`config.mk`:
```
export PLATFORM = sky130hd
export DESIGN_NAME = mealy_seq_detector_p
export DESIGN_NICKNAME = d
export VERILOG_FILES = /design/src/rtl/seqdet_pkg.sv /design/src/rtl/sat_counter.sv /design/src/rtl/mealy_seq_detector_p.sv
export SDC_FILE = /design/constraint.sdc
export NUM_CORES = 1
export LEC_CHECK = 0
export ABC_CLOCK_PERIOD_IN_PS = 2800
export CORE_AREA = 5 5 42 44
export DETAILED_ROUTE_END_ITERATION = 16
export DIE_AREA = 0 0 47 49
export PLACE_DENSITY = 0.83
export SLEW_MARGIN = 5
export SYNTH_ARGS = -nofsm -noshare
export SYNTH_HDL_FRONTEND = slang
export SYNTH_SLANG_ARGS = --single-unit
```
`constraint.sdc`:
```
create_clock -name clk -period 2.8 [get_ports clk]
set_input_delay 0.56 -clock clk [delete_from_list [all_inputs] [get_ports clk]]
set_output_delay 0.56 -clock clk [all_outputs]
set_load 0.01 [all_outputs]
```
`src/rtl/seqdet_pkg.sv`:
```
// Shared types and elaboration-time table builder for the parametrised Mealy
// serial-pattern detector.
package seqdet_pkg;

  localparam int MAX_N     = 32;
  localparam int SW_MAX    = $clog2(MAX_N);
  localparam int TBL_DEPTH = 2 * MAX_N;
  localparam int IDX_W     = $clog2(TBL_DEPTH);

  typedef struct packed {
    logic              hit;
    logic [SW_MAX-1:0] next;
  } seqdet_entry_t;

  // Entry for state s and input bit b lives at index {s, b}.
  typedef seqdet_entry_t [TBL_DEPTH-1:0] seqdet_table_t;

  // Bit i of the pattern in arrival order (i = 0 is received first).
  function automatic logic pat_bit(input int n, input logic [MAX_N-1:0] pat, input int i);
    logic [MAX_N-1:0] sh;
    sh = pat >> (n - 1 - i);
    return sh[0];
  endfunction

  // Length of the longest proper prefix of the first k pattern bits that is
  // also a suffix of them.
  function automatic int kmp_fail(input int n, input logic [MAX_N-1:0] pat, input int k);
    int best;
    bit ok;
    best = 0;
    for (int len = 1; len < k; len++) begin
      ok = 1'b1;
      for (int j = 0; j < len; j++) begin
        if (pat_bit(n, pat, j) != pat_bit(n, pat, k - len + j)) ok = 1'b0;
      end
      if (ok) best = len;
    end
    return best;
  endfunction

  function automatic seqdet_table_t build_table(input int n, input logic [MAX_N-1:0] pat,
                                                input bit overlap);
    seqdet_table_t tbl;
    int            cand;
    bit            found;
    tbl = '0;
    for (int s = 0; s < n; s++) begin
      for (int b = 0; b < 2; b++) begin
        cand  = s;
        found = 1'b0;
        // Walk the failure chain until the input bit extends some prefix.
        for (int iter = 0; iter <= MAX_N; iter++) begin
          if (!found) begin
            if (pat_bit(n, pat, cand) == b[0]) begin
              cand  = cand + 1;
              found = 1'b1;
            end else if (cand == 0) begin
              found = 1'b1;
            end else begin
              cand = kmp_fail(n, pat, cand);
            end
          end
        end
        tbl[IDX_W'(2 * s + b)].hit  = (cand == n);
        tbl[IDX_W'(2 * s + b)].next = SW_MAX'((cand == n) ? (overlap ? kmp_fail(n, pat, n) : 0)
                                                          : cand);
      end
    end
    return tbl;
  endfunction

endpackage

```
`src/rtl/sat_counter.sv`:
```
// Saturating up-counter with synchronous reset and a synchronous clear that
// takes priority over increment.
module sat_counter #(
  parameter int W = 8
) (
  input  logic         clk,
  input  logic         rst,
  input  logic         clr,
  input  logic         inc,
  output logic [W-1:0] q
);

  logic [W-1:0] q_q, q_d;
  logic [W:0]   sum;

  // NOTE: every variable written here gets a default first, so no path leaves it unassigned (no latch).
  always_comb begin
    sum = {1'b0, q_q} + (W + 1)'(1);
    q_d = q_q;
    if (clr) begin
      q_d = '0;
    end else if (inc) begin
      q_d = sum[W] ? q_q : sum[W-1:0];
    end
  end

  // NOTE: state is updated with <= only, so all flops sample pre-edge values together.
  always_ff @(posedge clk) begin
    if (rst) q_q <= '0;
    else     q_q <= q_d;
  end

  assign q = q_q;

endmodule

```
`src/rtl/mealy_seq_detector_p.sv`:
```
// Parametrised Mealy serial-pattern detector: KMP-derived next-state/hit table,
// zero-latency match pulse, saturating match counter.
module mealy_seq_detector_p
  import seqdet_pkg::*;
#(
  parameter int           N       = 3,
  parameter logic [N-1:0] PATTERN = 3'b101,
  parameter bit           OVERLAP = 1'b1,
  parameter int           CNT_W   = 8
) (
  input  logic             clk,
  input  logic             rst,
  input  logic             sin,
  input  logic             in_valid,
  input  logic             clear,
  output logic             done,
  output logic             partial,
  output logic [CNT_W-1:0] match_cnt
);

  if (N < 2 || N > MAX_N) begin : g_bad_n
    $error("mealy_seq_detector_p: N must be in 2..32");
  end

  localparam int            SW    = $clog2(N);
  localparam seqdet_table_t TABLE = build_table(N, MAX_N'(PATTERN), OVERLAP);

  logic [SW-1:0]    cs_q, cs_d;
  logic             partial_q;
  logic [IDX_W-1:0] idx;
  seqdet_entry_t    entry;

  always_comb begin
    idx   = IDX_W'({cs_q, sin});
    entry = TABLE[idx];
    cs_d  = cs_q;
    done  = 1'b0;
    if (in_valid && !rst) begin
      cs_d = SW'(entry.next);
      done = entry.hit;
    end
  end

  // NOTE: reset is synchronous and active-high, so it is tested inside the clocked block only.
  always_ff @(posedge clk) begin
    if (rst) begin
      cs_q      <= '0;
      partial_q <= 1'b0;
    end else begin
      cs_q      <= cs_d;
      partial_q <= (cs_d != '0);
    end
  end

  assign partial = partial_q;

  sat_counter #(.W(CNT_W)) u_match_cnt (
    .clk (clk),
    .rst (rst),
    .clr (clear),
    .inc (done),
    .q   (match_cnt)
  );

endmodule

```
==> run_results.csv <==
group,metric,value,unit
run_status,status,"completed",
worst_setup_path,cp_cell_sequence,"clkdlybuf4s50_1, nand4b_4, nor2_1, clkdlybuf4s50_1",
logic_synthesis,syn_nets,68,
clock_network,ctsHtreeMaxLevel,1,
timing,timing.final.crit_share,90.0,%
power_and_ir_drop,p_per_area,375,nW/um^2
layout,final_common_cell,"clkdlybuf4s50_1",
worst_setup_path,path_buf_inv,2,
detailed_routing,drc_errors,0,
clock_network,cts-root-buf,"clkbuf_4",
timing,tns,0,ps
detailed_routing,via_count,517,
worst_setup_path,slowest_stage,"clkdlybuf4s50_1",
global_route,grt.total_usage,11.7,%
clock_network,clk_pin_slew,70,ps
timing,slew_viol_final,0,
detailed_routing,postRouteAntennaNets,0,
worst_setup_path,r2r_setup_slack,1240,ps
power_and_ir_drop,max-vdd-ir-drop,0.000250,V
floorplan,ios,15,
clock_network,clock_sinks,11,
logic_synthesis,avgSynthCellArea,9.36,sq um
logic_synthesis,synth-seq-cells,11,
timing,setup_ws,279,ps
timing,finalSetupViolCount,0,
worst_setup_path,crit_fanout,5,
logic_synthesis,synth_area_leader_cell,"dfxtp_1",
worst_setup_path,critPathKind,"in2out",
worst_setup_path,max_stage_delay,540,ps
placed_design,place_area,737,sq um
floorplan,start_util,41.4,%
layout,area_delta_synth_final,31.5,%
layout,nets,86,
logic_synthesis,synth_area_leaders,"dfxtp_1, nor2_1, nand2_1",
clock_network,cts_tree,"yes",
power_and_ir_drop,power_leakage,0.283,nW
worst_setup_path,cp_top_family,"buffers and inverters",
placed_design,routabilityCongestion,0.803,
global_route,grt_pass1_wl,2030,um
logic_synthesis,synth_top_area_share,37.9,%
floorplan,die_width,47,um
clock_network,cts_inserted_buffers,3,
floorplan,fp.dieArea,2300,sq um
global_route,grt_pass1_vias,481,
logic_synthesis,ys_seq_area_share,37.9,%
worst_setup_path,start_kind,"input pin",
timing,fmax,397,MHz
hold_path,hold_class,"reg2reg",
worst_setup_path,critPathArrivalTime,1960,ps
detailed_routing,initialDrtViolationCount,5,
logic_synthesis,yosys.cell_types.count,29,
detailed_routing,avgViaCountPerCell,5.44,
detailed_routing,firstDrtPassIters,4,
logic_synthesis,syn_inst,62,
timing,grt_setup_unrepaired,"false",
layout,mostFrequentLayoutCells,"clkdlybuf4s50_1, dfxtp_1, nor2_1",
global_route,antenna_found_initial,0,
floorplan,core_area,1400,sq um
clock_network,cts_resized,0,
clock_network,cts_hold_buf,0,
power_and_ir_drop,total_power,287,uW
clock_network,cts_buffer_depth,2,
timing,holdWs,532,ps
run,maxCapViolations,0,
logic_synthesis,syn_area,581,sq um
worst_setup_path,critPathRequiredTime,2240,ps
layout,stdcell_area,763,sq um
worst_setup_path,cp_common_cell,"clkdlybuf4s50_1",
layout,drive_gt1_share,13.9,%
timing,tightest_slew,290,ps
timing,hold_violations,0,
floorplan,dieHeight,49,um
timing,min_period,2520,ps
floorplan,rows,14,
clock_network,clock_latency,260,ps
placed_design,dp_slack,276,ps
detailed_routing,wirelength,1140,um
timing,slew_headroom,80.6,%
global_route,grt_max_degree,11,
detailed_routing,avgRoutedWirePerCell,12.0,um
placed_design,port_buffers,14,
logic_synthesis,yosys_warnings,0,
placed_design,dp_hpwl,906,um
timing,finClkSkew,6.22,ps
global_route,grt_overflow,0,
clock_network,postCtsSetupRepairBufs,0,
worst_setup_path,cp-end-kind,"output pin",
layout,n_antenna_cell,0,
==> path summary, 6_finish.rpt <==
path | cells after the start | to | from
max | 4 | done | in_valid
min | 2 | u_match_cnt.q[5] | u_match_cnt.q[5]
max reg2reg | 5 | u_match_cnt.q[2] | u_match_cnt.q[0]
min reg2reg | 2 | u_match_cnt.q[5] | u_match_cnt.q[5]
==> worst min-delay path, cell delays in order, from the launching register on <==
cell and delay (ps):
dfxtp_1 350, nand2_1 70, mux2i_1 60
==> cell families (layout without fill, tap and decap cells) <==
logic type	after synthesis	in the layout	share of synthesized area [%]
and+or+nand+nor	31	31	33.8
adders and majority gates	1	1	2.15
AOI/OAI and AO/OA	13	13	18.5
DFF	11	11	37.9
xor gates and xnor gates	1	1	1.51
buffers and inverters	3	20	2.59
muxes	2	2	3.45
==> cells in the mapped netlist, drive strengths merged <==
master and number:
nor2b 1, a311oi 2, or3 1, o2111ai 1, mux2i 2, ha 1
nor2 8, and4 1, a21oi 3, a31o 1, a31oi 3, a211oi 2
inv 1, xnor2 1, dfxtp 11, o21ai 1, nor4b 1, nor4 1
and3 3, nand4b 1, nor3 2, nand3 4, nand2 7, clkbuf 1
buf 1, or2 1
==> final cells by class <==
cell class	count	area, sq um
fill	128	638
multi-input combinational	48	345
sequential	11	220
timing repair buffer	15	148
clock buffer	4	26.3
tap	16	20.0
inverter	1	3.75
==> power breakdown <==
part           internal [mW]  switching [mW]  total, mW
logic                 0.0110          0.0106     0.0216
registers              0.158         0.00139      0.160
clock network         0.0549          0.0503      0.105
==> through the flow <==
| stage | instances | utilization (%) |
|---|---|---|
| after detailed placement | 91 | 52.6 |
| after floorplan | 62 | - |
| final | 95 | 54.5 |
| after global routing | 95 | 54.5 |
| after global placement | 91 | 52.6 |
| after CTS | 95 | 54.5 |
==> sequential cells by signal, summed over array words and instances (netlist names) <==
name	flops
u_match_cnt.q	8
cs_q	2
partial	1
==> layer usage <==
metal	wire length [um]	share of wire (%)	GRT usage, %	vias up
li1	-	-	-	264
met1	484	43	14.4	239
met2	580	51	18.6	12
met3	57	5.0	2.58	2
met4	13	1.1	5.53	0
met5	0	0	0	-
(Power assumes the default switching activity.)
